==> src/rtl/prm_sweep_sched_if.sv <==
// Control/checker-bank bundle for prm_sweep_sched. The scheduler uses slave and the driver uses master.
// The first-hit outputs exist only when PRM_SWEEP_FIRST_HIT_EN is defined.
interface prm_sweep_sched_if #(
  parameter int XW = 4,
  parameter int YW = 5,
  parameter int ZW = 5
);
  logic          start;
  logic          abort;
  logic [2:0]    sel1;
  logic [8:0]    bit_idx;
  logic          chk_hit;
  logic [XW-1:0] x;
  logic [YW-1:0] y;
  logic [ZW-1:0] z;
  logic [2:0]    chk_part;
  logic [8:0]    chk_bit;
  logic          chk_valid;
  logic          busy;
  logic          done;
  logic [31:0]   result_imp;
`ifdef PRM_SWEEP_FIRST_HIT_EN
  logic                  first_hit_vld;
  logic [XW+YW+ZW-1:0]   first_hit_xyz;

  modport master (output start, abort, sel1, bit_idx, chk_hit,
                  input  x, y, z, chk_part, chk_bit, chk_valid, busy, done, result_imp,
                         first_hit_vld, first_hit_xyz);
  modport slave  (input  start, abort, sel1, bit_idx, chk_hit,
                  output x, y, z, chk_part, chk_bit, chk_valid, busy, done, result_imp,
                         first_hit_vld, first_hit_xyz);
`else
  modport master (output start, abort, sel1, bit_idx, chk_hit,
                  input  x, y, z, chk_part, chk_bit, chk_valid, busy, done, result_imp);
  modport slave  (input  start, abort, sel1, bit_idx, chk_hit,
                  output x, y, z, chk_part, chk_bit, chk_valid, busy, done, result_imp);
`endif
endinterface

==> src/rtl/prm_sweep_sched.sv <==
// prm_sweep_sched: start/busy/done sweep of x/y/z over the checker bank, counting hits in result_imp.
// Optional PRM_SWEEP_FIRST_HIT_EN records the coordinate of the first counted hit.
module prm_sweep_sched #(
  parameter int XW  = 4,
  parameter int YW  = 5,
  parameter int ZW  = 5,
  parameter int LAT = 2
) (
  input logic              CLK,
  input logic              RST,
  prm_sweep_sched_if.slave bus
);
  localparam int CW = XW + YW + ZW;

  typedef enum logic [1:0] {IDLE, RUN, DRAIN, DONE} state_e;

  state_e         state_q, state_d;
  logic [CW-1:0]  xyz_q, xyz_d;
  logic [2:0]     part_q, part_d;
  logic [8:0]     bit_q, bit_d;
  logic           vld_q, vld_d;
  logic           busy_q, busy_d;
  logic           done_q, done_d;
  logic [LAT-1:0] vld_pipe_q, vld_pipe_d, pipe_shift;
  logic [31:0]    res_q, res_d;
  logic           tail_hit, accept;

  assign accept   = (state_q == IDLE) && bus.start && !bus.abort;
  assign tail_hit = vld_pipe_q[LAT-1] & bus.chk_hit;

  always_comb begin
    pipe_shift = (vld_pipe_q << 1) | LAT'(vld_q);
    state_d    = state_q;
    xyz_d      = xyz_q;
    part_d     = part_q;
    bit_d      = bit_q;
    vld_d      = 1'b0;
    busy_d     = 1'b0;
    done_d     = 1'b0;
    vld_pipe_d = pipe_shift;
    res_d      = (tail_hit && res_q != '1) ? res_q + 32'd1 : res_q;
    unique case (state_q)
      IDLE: if (accept) begin
        state_d = RUN;
        xyz_d   = '0;
        part_d  = bus.sel1;
        bit_d   = bus.bit_idx;
        res_d   = '0;
        vld_d   = 1'b1;
        busy_d  = 1'b1;
      end
      RUN: if (bus.abort) begin
        state_d    = IDLE;
        vld_pipe_d = '0;
      end else if (xyz_q == '1) begin
        state_d = DRAIN;
        busy_d  = 1'b1;
      end else begin
        xyz_d  = xyz_q + CW'(1);
        vld_d  = 1'b1;
        busy_d = 1'b1;
      end
      // Leave DRAIN once the shifted pipeline would hold no live issue.
      DRAIN: if (bus.abort) begin
        state_d    = IDLE;
        vld_pipe_d = '0;
      end else if (pipe_shift == '0) begin
        state_d = DONE;
        done_d  = 1'b1;
      end else begin
        busy_d = 1'b1;
      end
      DONE:    state_d = IDLE;
      default: state_d = IDLE;
    endcase
  end

  always_ff @(posedge CLK) begin
    if (RST) begin
      state_q    <= IDLE;
      xyz_q      <= '0;
      part_q     <= '0;
      bit_q      <= '0;
      vld_q      <= 1'b0;
      busy_q     <= 1'b0;
      done_q     <= 1'b0;
      vld_pipe_q <= '0;
      res_q      <= '0;
    end else begin
      state_q    <= state_d;
      xyz_q      <= xyz_d;
      part_q     <= part_d;
      bit_q      <= bit_d;
      vld_q      <= vld_d;
      busy_q     <= busy_d;
      done_q     <= done_d;
      vld_pipe_q <= vld_pipe_d;
      res_q      <= res_d;
    end
  end

  assign bus.x          = xyz_q[CW-1 -: XW];
  assign bus.y          = xyz_q[ZW +: YW];
  assign bus.z          = xyz_q[ZW-1:0];
  assign bus.chk_part   = part_q;
  assign bus.chk_bit    = bit_q;
  assign bus.chk_valid  = vld_q;
  assign bus.busy       = busy_q;
  assign bus.done       = done_q;
  assign bus.result_imp = res_q;

`ifdef PRM_SWEEP_FIRST_HIT_EN
  logic [LAT-1:0][CW-1:0] xyz_pipe_q, xyz_pipe_d;
  logic                   fh_vld_q, fh_vld_d;
  logic [CW-1:0]          fh_xyz_q, fh_xyz_d;

  // Coordinates ride alongside the valid bits so the tail names the issuing cycle.
  always_comb begin
    xyz_pipe_d[0] = xyz_q;
    for (int i = 1; i < LAT; i++) xyz_pipe_d[i] = xyz_pipe_q[i-1];
    fh_vld_d = fh_vld_q;
    fh_xyz_d = fh_xyz_q;
    if (accept) begin
      fh_vld_d = 1'b0;
      fh_xyz_d = '0;
    end else if (tail_hit && !fh_vld_q) begin
      fh_vld_d = 1'b1;
      fh_xyz_d = xyz_pipe_q[LAT-1];
    end
  end

  always_ff @(posedge CLK) begin
    if (RST) begin
      xyz_pipe_q <= '0;
      fh_vld_q   <= 1'b0;
      fh_xyz_q   <= '0;
    end else begin
      xyz_pipe_q <= xyz_pipe_d;
      fh_vld_q   <= fh_vld_d;
      fh_xyz_q   <= fh_xyz_d;
    end
  end

  assign bus.first_hit_vld = fh_vld_q;
  assign bus.first_hit_xyz = fh_xyz_q;
`endif
endmodule

==> src/flat_wrapper.sv <==
// flat-port wrapper written by rule: the top's interface ports become plain ports
module prm_sweep_sched_flat 
#(
  parameter int XW  = 4,
  parameter int YW  = 5,
  parameter int ZW  = 5,
  parameter int LAT = 2
)
  (CLK, RST, bus_start, bus_abort, bus_sel1, bus_bit_idx, bus_chk_hit, bus_x, bus_y, bus_z, bus_chk_part, bus_chk_bit, bus_chk_valid, bus_busy, bus_done, bus_result_imp);
  prm_sweep_sched_if #(.XW(XW), .YW(YW), .ZW(ZW)) bus_i ();
  input logic CLK;
  input logic RST;
  input wire logic [$bits(bus_i.start)-1:0] bus_start;
  input wire logic [$bits(bus_i.abort)-1:0] bus_abort;
  input wire logic [$bits(bus_i.sel1)-1:0] bus_sel1;
  input wire logic [$bits(bus_i.bit_idx)-1:0] bus_bit_idx;
  input wire logic [$bits(bus_i.chk_hit)-1:0] bus_chk_hit;
  output wire logic [$bits(bus_i.x)-1:0] bus_x;
  output wire logic [$bits(bus_i.y)-1:0] bus_y;
  output wire logic [$bits(bus_i.z)-1:0] bus_z;
  output wire logic [$bits(bus_i.chk_part)-1:0] bus_chk_part;
  output wire logic [$bits(bus_i.chk_bit)-1:0] bus_chk_bit;
  output wire logic [$bits(bus_i.chk_valid)-1:0] bus_chk_valid;
  output wire logic [$bits(bus_i.busy)-1:0] bus_busy;
  output wire logic [$bits(bus_i.done)-1:0] bus_done;
  output wire logic [$bits(bus_i.result_imp)-1:0] bus_result_imp;
  assign bus_i.start = bus_start;
  assign bus_i.abort = bus_abort;
  assign bus_i.sel1 = bus_sel1;
  assign bus_i.bit_idx = bus_bit_idx;
  assign bus_i.chk_hit = bus_chk_hit;
  assign bus_x = bus_i.x;
  assign bus_y = bus_i.y;
  assign bus_z = bus_i.z;
  assign bus_chk_part = bus_i.chk_part;
  assign bus_chk_bit = bus_i.chk_bit;
  assign bus_chk_valid = bus_i.chk_valid;
  assign bus_busy = bus_i.busy;
  assign bus_done = bus_i.done;
  assign bus_result_imp = bus_i.result_imp;
  prm_sweep_sched #(.XW(XW), .YW(YW), .ZW(ZW), .LAT(LAT)) u_core (.CLK(CLK), .RST(RST), .bus(bus_i));
endmodule
==> config.mk <==
export PLATFORM = sky130hd
export DESIGN_NAME = prm_sweep_sched_flat
export DESIGN_NICKNAME = d
export VERILOG_FILES = /design/src/rtl/prm_sweep_sched_if.sv /design/src/rtl/prm_sweep_sched.sv /design/src/flat_wrapper.sv
export SDC_FILE = /design/constraint.sdc
export NUM_CORES = 1
export LEC_CHECK = 0
export CORE_MARGIN = 2
export CORE_UTILIZATION = 35
export DETAILED_ROUTE_END_ITERATION = 8
export PLACE_DENSITY = 0.59
export SETUP_SLACK_MARGIN = 0.4
export SLEW_MARGIN = 20
export SYNTH_ARGS = -nofsm -noshare
export SYNTH_HDL_FRONTEND = slang
export SYNTH_SLANG_ARGS = --single-unit
==> constraint.sdc <==
create_clock -name CLK -period 3.7 [get_ports CLK]
set_input_delay 0.74 -clock CLK [delete_from_list [all_inputs] [get_ports CLK]]
set_output_delay 0.74 -clock CLK [all_outputs]
set_load 0.02 [all_outputs]
Word level (Yosys, flattened, before mapping)
Cells that the tools add are included.
{"block": "totals", "regBits": 65, "in_bits": 17, "output_inout_bits": 61}
{"block": "classes", "addsub": 2, "n_eq_ne": 10, "muxes": 24, "bitwise": 3, "reduce_logical": 12}
{"cell": "two-way mux 32 bit", "count": 3}
{"cell": "two-way mux 14 bit", "count": 3}
{"cell": "adder 32 x 1 -> 32 bit, second input constant", "count": 1}
{"cell": "!= test 32 bit, second input constant", "count": 1}
{"cell": "one-hot mux 14 bit (2 select lines)", "count": 1}
{"cell": "adder 14 x 1 -> 14 bit, second input constant", "count": 1}
{"cell": "== test 14 bit, second input constant", "count": 1}
{"cell": "two-way mux 2 bit", "count": 7}
{"cell": "one-hot mux 2 bit (4 select lines)", "count": 1}
{"cell": "two-way mux 1 bit", "count": 7}
{"cell": "!= test 3 x 2 -> 1 bit, second input constant", "count": 2}
{"cell": "== test 2 bit, second input constant", "count": 2}
{"cell": "zero test 2 bit", "count": 2}
{"cell": "!= test 2 bit, second input constant", "count": 2}
{"cell": "AND reduction 4 bit", "count": 1}
{"cell": "logical AND 1 bit", "count": 3}
{"cell": "one-hot mux 1 bit (3 select lines)", "count": 1}
{"cell": "AND reduction 3 bit", "count": 1}
{"cell": "OR reduction 3 bit", "count": 1}
{"cell": "== test 2 x 1 -> 1 bit, second input constant", "count": 1}
{"cell": "!= test 2 x 1 -> 1 bit, second input constant", "count": 1}
{"cell": "bitwise OR 2 x 1 -> 2 bit", "count": 1}
{"cell": "one-hot mux 1 bit (2 select lines)", "count": 1}
{"cell": "AND reduction 2 bit", "count": 1}
{"cell": "5 further kinds", "count": 5}

Depth between registers and ports, before layout
Gate-level depths: netlist of the first run.
{"block": "logic_depth", "ltp_word": 5, "depth_mapped": 8, "ltp_nobuf": 7}

Worst setup path before layout of the first run
Ideal clock, no wire load.
{"block": "synth_path", "kind": "register -> register", "startpoint": "reg u_core.res_q[0] (netlist: u_core.bus.result_imp[0])", "endpoint": "reg u_core.res_q[9] (netlist: u_core.bus.result_imp[9])", "t_arrival_ns": 2.119, "setup_slack_ns": 1.513, "stages_incl_launch_ff": 9, "path_buffers": 2, "synth_period_minus_slack_ns": 2.187, "cell_sequence": "dfxtp_1 ha_1 nand4_1 or4_4 o21ai_4 buf_6 buf_12 o31ai_1 a21oi_2"}
{"block": "synth_between", "elab_chain_cells": 5}
{"element": "start: declaration", "line_no": "prm_sweep_sched.sv:25", "text": "logic [31:0] res_q, res_d;"}
{"element": "start signal: assignment", "line_no": "prm_sweep_sched.sv:98", "text": "res_q <= res_d;"}
{"element": "branches (longest 2 deep; another with adder 32 x 1 -> 32 bit)"}
{"element": "two-way mux 32 bit (*)", "line_no": "prm_sweep_sched.sv:41", "text": "res_d = (tail_hit && res_q != '1) ? res_q + 32'd1 : res_q;"}
{"element": "two-way mux 32 bit", "line_no": "prm_sweep_sched.sv:43", "text": "IDLE: if (accept) begin"}
{"element": "two-way mux 32 bit (*)", "line_no": "prm_sweep_sched.sv:42", "text": "unique case (state_q)"}
Every way passes the cells marked *.
A chain may end at the register's enable or synchronous reset.

Final worst setup path of the first run
{"block": "layout_path", "startpoint": "in bus_abort", "endpoint": "reg u_core.xyz_q[6]"}
{"block": "layout_between", "elab_chain_cells": 4}
{"element": "start: declaration", "line_no": "flat_wrapper.sv:14", "text": "input wire logic [$bits(bus_i.abort)-1:0] bus_abort;"}
{"element": "zero test 1 bit", "line_no": "prm_sweep_sched.sv:28", "text": "assign accept = (state_q == IDLE) && bus.start && !bus.abort;"}
{"element": "logical AND 1 bit", "line_no": "prm_sweep_sched.sv:28"}
{"element": "!= test 2 x 1 -> 1 bit (no line)"}
{"element": "AND reduction 4 bit (no line) (*)"}
{"element": "end signal: assignment", "line_no": "prm_sweep_sched.sv:91", "text": "xyz_q <= xyz_d;"}
{"element": "end: declaration", "line_no": "prm_sweep_sched.sv:18", "text": "logic [CW-1:0] xyz_q, xyz_d;"}
Mark *: on every way between the ends. The rest lies on a longest branch, timed or not.

==> impl_metrics.toml, run 1 <==
[outcome]
status = "finished, final reports clean"

[global_routing]
grt_pass1_vias = 2884
use_met1 = 0.208
grt-ovfl-total = 0
use_met2 = 0.271
top_usage_layer = "met2"
antenna_found_initial = 0
grt_util_met3 = 0.0372
grt_pass1_wl_mm = 13.4
grt_max_degree = 30
grt_use_total = 0.164

[route]
vias = 2978
viasPerCell = 5.31
drt_iter0_drc = 102
drc = 0
final_antenna_net_count = 0
firstDrtPassIters = 5
wl_mm = 7.75
wire_per_inst_microns = 13.8

[logic_synthesis]
synth.distinct_cells = 50
syn_area_per_cell_sq_um = 8.45
ys_ff_latch = 65
synth_edf_count = 0
synth-seq-area-share = 0.409
synth_fp_nets = 400
synth_cells = 376
netlist_area_sq_um = 3180
yosysWarnings = 0
synthArstFlopShare = 0
synth_flop_cell = "dfxtp_1"

[setup_path]
rrSetupSlack_ps = 1280
crit_arrival_ps = 2690
worstPathCellList = "clkdlybuf4s50_1 > and3b_1 > a21o_1 > nor2_1 > mux2_2"
cp-end-kind = "flop"
path_max_fanout = 16
critPathBufInv = 1
cp-start-kind = "input pin"
slowest_delay_ps = 630
required_ps = 3930
crit_type = "input pin to flop"
critPathTopFamily = "simple AND/OR/NAND/NOR gates"
cpMaxStageDelayCell = "and3b_1"

[cts]
cts_root_buffer = "clkbuf_8"
cts.clk_slew.worst_paths_ps = 70
cts_hold_buf = 0
cts_buffers = 9
postCtsSetupRepairBufs = 0
cts_tree = "done"
cts_resized = 0
clockBufferDepth = 2
clkLatencyLatePin_ps = 340
h-tree-depth = 3
clock-sinks = 65

[final_layout]
syn_to_final_growth_pct = 31.4
final-seq-area_sq_um = 1300
multi_input_area_sq_um = 1760
layout-drive-gt1-share = 0.0773
nets = 473
stdcell_area_sq_um = 4180
n_fill_cell = 872
n_antenna_cell = 0

[sta]
relSlewSlack = 0.524
worst_slew_pin_slew_ps = 708
hold_viol_final = 0
period_share = 0.666
rsz0062_at_grt = "false"
fmax_mhz = 406
setup-violations-final = 0
setup_tns_ps = 0
finClkSkew_ps = 7.68
min_period_ps = 2460
drv_slew = 0

[placed_design]
port_buffers = 77
place_hpwl_mm = 5.56
globalplace.congestion = 0.840
postPlaceCellArea_sq_um = 4010

[die]
io_pins = 78
num_rows = 34
start_util = 0.363
core_area_sq_um = 8760
die_area_sq_um = 9860
die_w_microns = 99.3
die_y_microns = 99.3

[job]
maxCapViolations = 0

[power]
ir_drop_uv = 155
power_density_nw_per_um2 = 342
p_leak_nw = 1.37

[hold_path]
hold_path.class = "flop to flop"
-- placed cells by master, fill, tap and decap left out, types with 5 or more instances in the layout --
cell type	synthesis	final
a21oi_1	36	36
a21oi_2	7	7
and2_1	5	5
and3_1	6	6
clkbuf_8	0	10
clkdlybuf4s50_1	0	77
dfxtp_1	65	65
ha_1	7	7
inv_1	6	6
nand2_1	50	50
nand3_1	8	8
nand4_1	17	17
nor2_1	31	31
o211ai_1	5	5
o21ai_0	14	14
o21ai_1	5	5
o31ai_1	8	8
or3_1	19	19
or4_1	10	10
xor2_1	12	12
-- tightest hold or removal path: stages (launching register included) --
cell     delay [ps]
dfxtp_1         310
nand2_1          50
a21oi_1          50
-- registers in the layout (all words and copies together) (netlist names) --
register and flops:
u_core.bus.chk_valid 1, u_core.vld_pipe_q 2, u_core.bus.busy 1, u_core.xyz_q 14, u_core.state_q 2, u_core.bus.chk_bit 9, u_core.bus.done 1, u_core.bus.chk_part 3
u_core.bus.result_imp 32
-- final timing paths --
path                                             from                                    to  cells past startpoint
setup / recovery                            bus_abort          u_core.xyz_q[6]$_SDFFE_PP0P_                      5
hold / removal    u_core.bus.chk_part[0]$_SDFFE_PP0P_   u_core.bus.chk_part[0]$_SDFFE_PP0P_                      2
setup reg to reg  u_core.bus.result_imp[0]$_SDFF_PP0_  u_core.bus.result_imp[30]$_SDFF_PP0_                      6
hold reg to reg   u_core.bus.chk_part[0]$_SDFFE_PP0P_   u_core.bus.chk_part[0]$_SDFFE_PP0P_                      2
-- cells by family after synthesis --
kind of cell,after synthesis,share of synthesized area
AND/OR/NAND/NOR,171,0.290
AO/OA/AOI/OAI,90,0.183
flip-flops,65,0.409
buffers and inverters,24,0.0362
XOR/XNOR,15,0.0413
adder cells (fa/ha/maj),7,0.0276
multiplexers,4,0.0130
-- cell type report --
class | instances | area share
Inverter | 6 | 0.00539
Sequential cell | 65 | 0.312
Clock buffer | 12 | 0.0348
Multi-Input combinational cell | 287 | 0.422
Tap cell | 108 | 0.0324
Timing Repair Buffer | 80 | 0.190
Clock inverter | 3 | 0.00419
-- cells in the mapped netlist (6+ instances only) --
master,count,area [sq um]
nand2_1,50,188
nand4_1,17,106
or4_1,10,75.1
nand3_1,8,40.0
inv_1,6,22.5
o31ai_1,8,60.1
clkbuf_1,14,52.6
dfxtp_1,65,1300
a21oi_1,36,180
or3_1,19,119
nor2_1,31,116
ha_1,7,87.6
xor2_1,12,105
o21ai_0,14,70.1
a21oi_2,7,61.3
and3_1,6,37.5
-- stage by stage --
stage,util,total power [mW],hold slack [ps],std cells,setup slack [ps]
after floorplan,-,0.848,445,376,1510
after global placement,0.458,0.914,443,546,886
after detailed placement,0.458,0.916,451,546,843
after CTS,0.477,1.44,460,561,1210
after global routing,0.477,1.50,481,561,1030
final,0.477,1.43,457,561,1240
-- power by group --
group	internal, mW	switching, mW
Clock	0.256	0.275
Combinational	0.0703	0.101
Sequential	0.716	0.0111
Total	1.04	0.387
-- per-layer routing --
layer | share of wire | vias to the layer above
li1 | - | 1510
met1 | 0.47 | 1381
met2 | 0.46 | 72
met3 | 0.053 | 15
met4 | 0.018 | 0
met5 | 0 | -
(Power assumes the default switching activity.)
==> run 2, diff against run 1 <==
--- a/config.mk
+++ b/config.mk
@@ -8,7 +8,7 @@
 export CORE_MARGIN = 2
 export CORE_UTILIZATION = 35
 export DETAILED_ROUTE_END_ITERATION = 8
-export PLACE_DENSITY = 0.59
+export PLACE_DENSITY = 0.61
 export SETUP_SLACK_MARGIN = 0.4
 export SLEW_MARGIN = 20
 export SYNTH_ARGS = -nofsm -noshare
==> constraint.sdc (replaced) <==
create_clock -name CLK -period 2.1 [get_ports CLK]
set_input_delay 0.42 -clock CLK [delete_from_list [all_inputs] [get_ports CLK]]
set_output_delay 0.42 -clock CLK [all_outputs]
set_load 0.02 [all_outputs]
==> impl_metrics.toml, run 2 (synthesis results as in run 1) <==
[die]
io_pins = 78
die_area_sq_um = 9860
die_y_microns = 99.3
core_area_sq_um = 8760
start_util = 0.363
num_rows = 34
die_w_microns = 99.3

[power]
ir_drop_uv = 346
p_leak_nw = 2.02
power_density_nw_per_um2 = 564
power_mw = 2.78

[sta]
setup-violations-final = 0
rsz0062_at_grt = "true"
relSlewSlack = 0.700
period_share = 0.917
finClkSkew_ps = 5.71
min_period_ps = 1930
worst_slew_pin_slew_ps = 438
drv_slew = 0
fmax_mhz = 519
hold_viol_final = 0
fin_hold_ws_ps = 452
fin_ws_ps = 174

[cts]
clkLatencyLatePin_ps = 340
clockBufferDepth = 2
cts_buffers = 9
cts.clk_slew.worst_paths_ps = 70
h-tree-depth = 3
cts_tree = "done"
cts_root_buffer = "clkbuf_8"
clock-sinks = 65

[placed_design]
dp_cells = 565
place_hpwl_mm = 5.87
port_buffers = 77
post-place-ws_ps = -17.6
globalplace.congestion = 0.868

[final_layout]
syn_to_final_growth_pct = 55.1
final_common_cell = "dlygate4sd2_1"
largest_reg_flops = 32
nets = 521
mostFrequentLayoutCells = "61 x dlygate4sd2_1, 47 x nand2_1, 37 x buf_4"
layout-drive-gt1-share = 0.321
n_antenna_cell = 0
instances_no_fill = 610
n_fill_cell = 808
fin_util = 0.563

[route]
wl_met1_mm = 4.15
firstDrtPassIters = 4
met2_length_mm = 4.45
wl_mm = 9.16
final_antenna_net_count = 0
vias = 3272
dr.max_layer_used = "met4"
viasPerCell = 5.36
drt_iter0_drc = 88
wl_met3_microns = 495
wire_per_inst_microns = 15.0
drc = 0

[global_routing]
grt-ovfl-total = 0
grt_max_degree = 30
antenna_found_initial = 0
grt_pass1_vias = 3030
grt_pass1_wl_mm = 14.4
grt_use_total = 0.176

[outcome]
status = "finished, final reports clean"

[setup_path]
path_max_fanout = 5
worstPathCellList = "buf_4 > nand2_2 > nor4_4 > o2111ai_4 > or4_4 > a21oi_2"
cp-end-kind = "flop"
required_ps = 2370
crit_arrival_ps = 2200
crit_type = "flop to flop"
slowest_delay_ps = 550
critPathTopFamily = "simple AND/OR/NAND/NOR gates"
cpMaxStageDelayCell = "or4_4"
cp-start-kind = "flop"
critPathBufInv = 1

[job]
maxCapViolations = 0

[hold_path]
hold_path.class = "flop to flop"
==> run 2: changes by cell type in the layout (fill, tap and decap cells not counted), moves of 10 or more <==
cell / before / now
clkdlybuf4s50_1: 77 / 15
dlygate4sd2_1: 0 / 61
dfxtp_4: 0 / 17
dfxtp_2: 0 / 24
buf_6: 0 / 10
dfxtp_1: 65 / 24
buf_4: 3 / 37
==> run 2: area by class of cell <==
class	count	area (sq um)	area share
clock buffers	13	191	0.0388
clock inverters	3	18.8	0.00381
inverters	6	30.0	0.00609
multi-input cells	288	2010	0.407
flip-flops and latches	65	1400	0.283
well taps	108	135	0.0274
repair buffers	127	1150	0.234
==> run 2: metal layers <==
layer,vias to the layer above,GRT usage
li1,1621,-
met1,1554,0.227
met2,89,0.296
met3,8,0.0506
met4,0,0.0358
met5,-,0
==> run 2: repair_timing <==
| action | CTS | global route |
|---|---|---|
| pin swaps | 12 | 26 |
| setup endpoints to repair | 105 | 42 |
| endpoints found under the hold margin | 0 | 0 |
| gates resized for setup | 79 | 40 |
| gates cloned | 1 | 1 |
| hold buffers | 0 | 0 |
| buffers inserted | 16 | 11 |
==> run 2: final timing paths <==
| path | from | slack, ps | cells after the start | to |
|---|---|---|---|---|
| worst min register to register | u_core.bus.chk_bit[8]$_SDFFE_PP0P_ | 450 | 2 | u_core.bus.chk_bit[8]$_SDFFE_PP0P_ |
| worst max register to register | u_core.bus.result_imp[0]$_SDFF_PP0_ | 170 | 6 | u_core.bus.result_imp[29]$_SDFF_PP0_ |
| worst max-delay path | u_core.bus.result_imp[0]$_SDFF_PP0_ | 170 | 6 | u_core.bus.result_imp[29]$_SDFF_PP0_ |
| worst min-delay path | u_core.bus.chk_bit[8]$_SDFFE_PP0P_ | 450 | 2 | u_core.bus.chk_bit[8]$_SDFFE_PP0P_ |
==> run 2: per-stage QoR <==
step           area (sq um)  TNS [ps]
2_1_floorplan          3350         0
3_3_place_gp           4320         0
3_5_place_dp           4320     -17.6
4_1_cts                4650         0
5_1_grt                4930         0
6_report               4930         0
==> run 2: power breakdown <==
| part | leakage (nW) | internal (mW) | switching (mW) |
|---|---|---|---|
| Combinational | 1.36 | 0.189 | 0.218 |
| Sequential | 0.551 | 1.24 | 0.0244 |
| Clock | 0.110 | 0.604 | 0.499 |
| Total | 2.02 | 2.04 | 0.742 |
==> run 2: tightest hold or removal path, stage by stage, from the launching register on <==
cell and delay [ps]:
dfxtp_1 310, nand2_1 50, a21oi_1 50
==> run 3, diff against run 2 <==
--- a/config.mk
+++ b/config.mk
@@ -5,7 +5,6 @@
 export SDC_FILE = /design/constraint.sdc
 export NUM_CORES = 1
 export LEC_CHECK = 0
-export CORE_MARGIN = 2
 export CORE_UTILIZATION = 35
 export DETAILED_ROUTE_END_ITERATION = 8
 export PLACE_DENSITY = 0.61
==> impl_metrics.toml, run 3 (synthesis results as in run 1) <==
[final_layout]
mostFrequentLayoutCells = "58 x dlygate4sd2_1, 47 x nand2_1, 33 x buf_4"
largest_reg_flops = 32
stdcell_area_sq_um = 4890
syn_to_final_growth_pct = 53.8
nets = 513
layout-drive-gt1-share = 0.340
fin_util = 0.558
final_common_cell = "dlygate4sd2_1"
instances_no_fill = 602
n_fill_cell = 827
n_antenna_cell = 0

[cts]
cts_tree = "done"
h-tree-depth = 3
clkLatencyLatePin_ps = 340
cts.clk_slew.worst_paths_ps = 70
clockBufferDepth = 2
cts_hold_buf = 0
cts_root_buffer = "clkbuf_8"
cts_buffers = 9
clock-sinks = 65

[global_routing]
grt-ovfl-total = 0
grt_pass1_vias = 3057
antenna_found_initial = 0
grt_use_total = 0.185
grt_pass1_wl_mm = 14.4
grt_max_degree = 22

[setup_path]
r2r_cells = 6
worstReg2RegEnd = "u_core.bus.result_imp[21]$_SDFF_PP0_"
cp-end-kind = "flop"
crit_arrival_ps = 2190
cp-start-kind = "flop"
crit_top_cell = "nand4_1"
worstPathCellList = "ha_4 > nand4_1 > or4_4 > o2111a_2 > nand4_1 > mux2i_1"
critPathBufInv = 0
critPathTopFamily = "simple AND/OR/NAND/NOR gates"
required_ps = 2370
rrSetupSlack_ps = 180
path_max_fanout = 5
cpMaxStageDelayCell = "or4_4"
crit_type = "flop to flop"
slowest_delay_ps = 600
r2r-start = "u_core.bus.result_imp[0]$_SDFF_PP0_"

[sta]
rsz0062_at_grt = "true"
min_period_ps = 1920
drv_slew = 0
period_share = 0.914
finClkSkew_ps = 7.92
worst_slew_pin_slew_ps = 460
relSlewSlack = 0.686
setup-violations-final = 0
hold_viol_final = 0
fmax_mhz = 521
fin_hold_ws_ps = 452
fin_ws_ps = 180
setup_tns_ps = 0

[hold_path]
hold_path_startpoint = "u_core.bus.chk_bit[1]$_SDFFE_PP0P_"
hold_path.class = "flop to flop"
whs_endpoint = "u_core.bus.chk_bit[1]$_SDFFE_PP0P_"
min_path_cells = 2

[route]
final_antenna_net_count = 0
wire_per_inst_microns = 14.7
wl_mm = 8.87
vias = 3226
drt_iter0_drc = 70
drc = 0
firstDrtPassIters = 4
viasPerCell = 5.36

[placed_design]
port_buffers = 77
place_hpwl_mm = 5.77
postPlaceCellArea_sq_um = 4290
post-place-ws_ps = 28.4
dp_cells = 563
globalplace.congestion = 0.912

[power]
power_mw = 2.80
power_density_nw_per_um2 = 572
p_leak_nw = 2.05
ir_drop_uv = 391

[die]
start_util = 0.363
core_area_sq_um = 8760
num_rows = 34
io_pins = 78
die_area_sq_um = 9470
die_y_microns = 97.3
die_w_microns = 97.3

[outcome]
status = "finished, final reports clean"

[job]
maxCapViolations = 0
[run 3: power breakdown]
part / internal, mW / total (mW) / switching (mW) / leakage (nW)
logic: 0.166 / 0.369 / 0.203 / 1.39
clock network: 0.652 / 1.15 / 0.502 / 0.111
registers: 1.25 / 1.27 / 0.0231 / 0.549
[run 3: worst max path at each step]
stage          slack [ps]                                   end                                start  cells past startpoint
6_report              180  u_core.bus.result_imp[21]$_SDFF_PP0_  u_core.bus.result_imp[0]$_SDFF_PP0_                      6
5_1_grt                90  u_core.bus.result_imp[18]$_SDFF_PP0_  u_core.bus.result_imp[0]$_SDFF_PP0_                      9
4_1_cts               190  u_core.bus.result_imp[26]$_SDFF_PP0_  u_core.bus.result_imp[0]$_SDFF_PP0_                      9
3_5_place_dp           30  u_core.bus.result_imp[29]$_SDFF_PP0_                          bus_chk_hit                      6
3_3_place_gp           40  u_core.bus.result_imp[30]$_SDFF_PP0_                          bus_chk_hit                      6
2_1_floorplan         270   u_core.bus.result_imp[9]$_SDFF_PP0_  u_core.bus.result_imp[1]$_SDFF_PP0_                      8
[run 3: area by class of cell]
| cell class | count | area, sq um | area share |
|---|---|---|---|
| Clock inverter | 4 | 48.8 | 0.00998 |
| Tap cell | 108 | 135 | 0.0276 |
| Inverter | 6 | 25.0 | 0.00512 |
| Timing Repair Buffer | 119 | 1060 | 0.217 |
| Sequential cell | 65 | 1380 | 0.282 |
| Multi-Input combinational cell | 288 | 2070 | 0.424 |
| Clock buffer | 12 | 166 | 0.0340 |
[run 3: tightest hold or removal path: cells and delay by family, from the launching register on]
family / cells / cell delay (ps)
simple gates: 1 / 50
compound gates: 1 / 50
flops: 1 / 310
[run 3: metal layers]
metal	GRT usage	wire length (microns)
met1	0.234	4050
met2	0.314	4230
met3	0.0403	470
met4	0.0543	109
met5	0	0
[run 3: repair_timing]
action,in CTS,in global routing
setup endpoints to repair,102,47
resized for setup,95,38
pin swaps,45,36
gates cloned,1,0
setup buffers,20,2
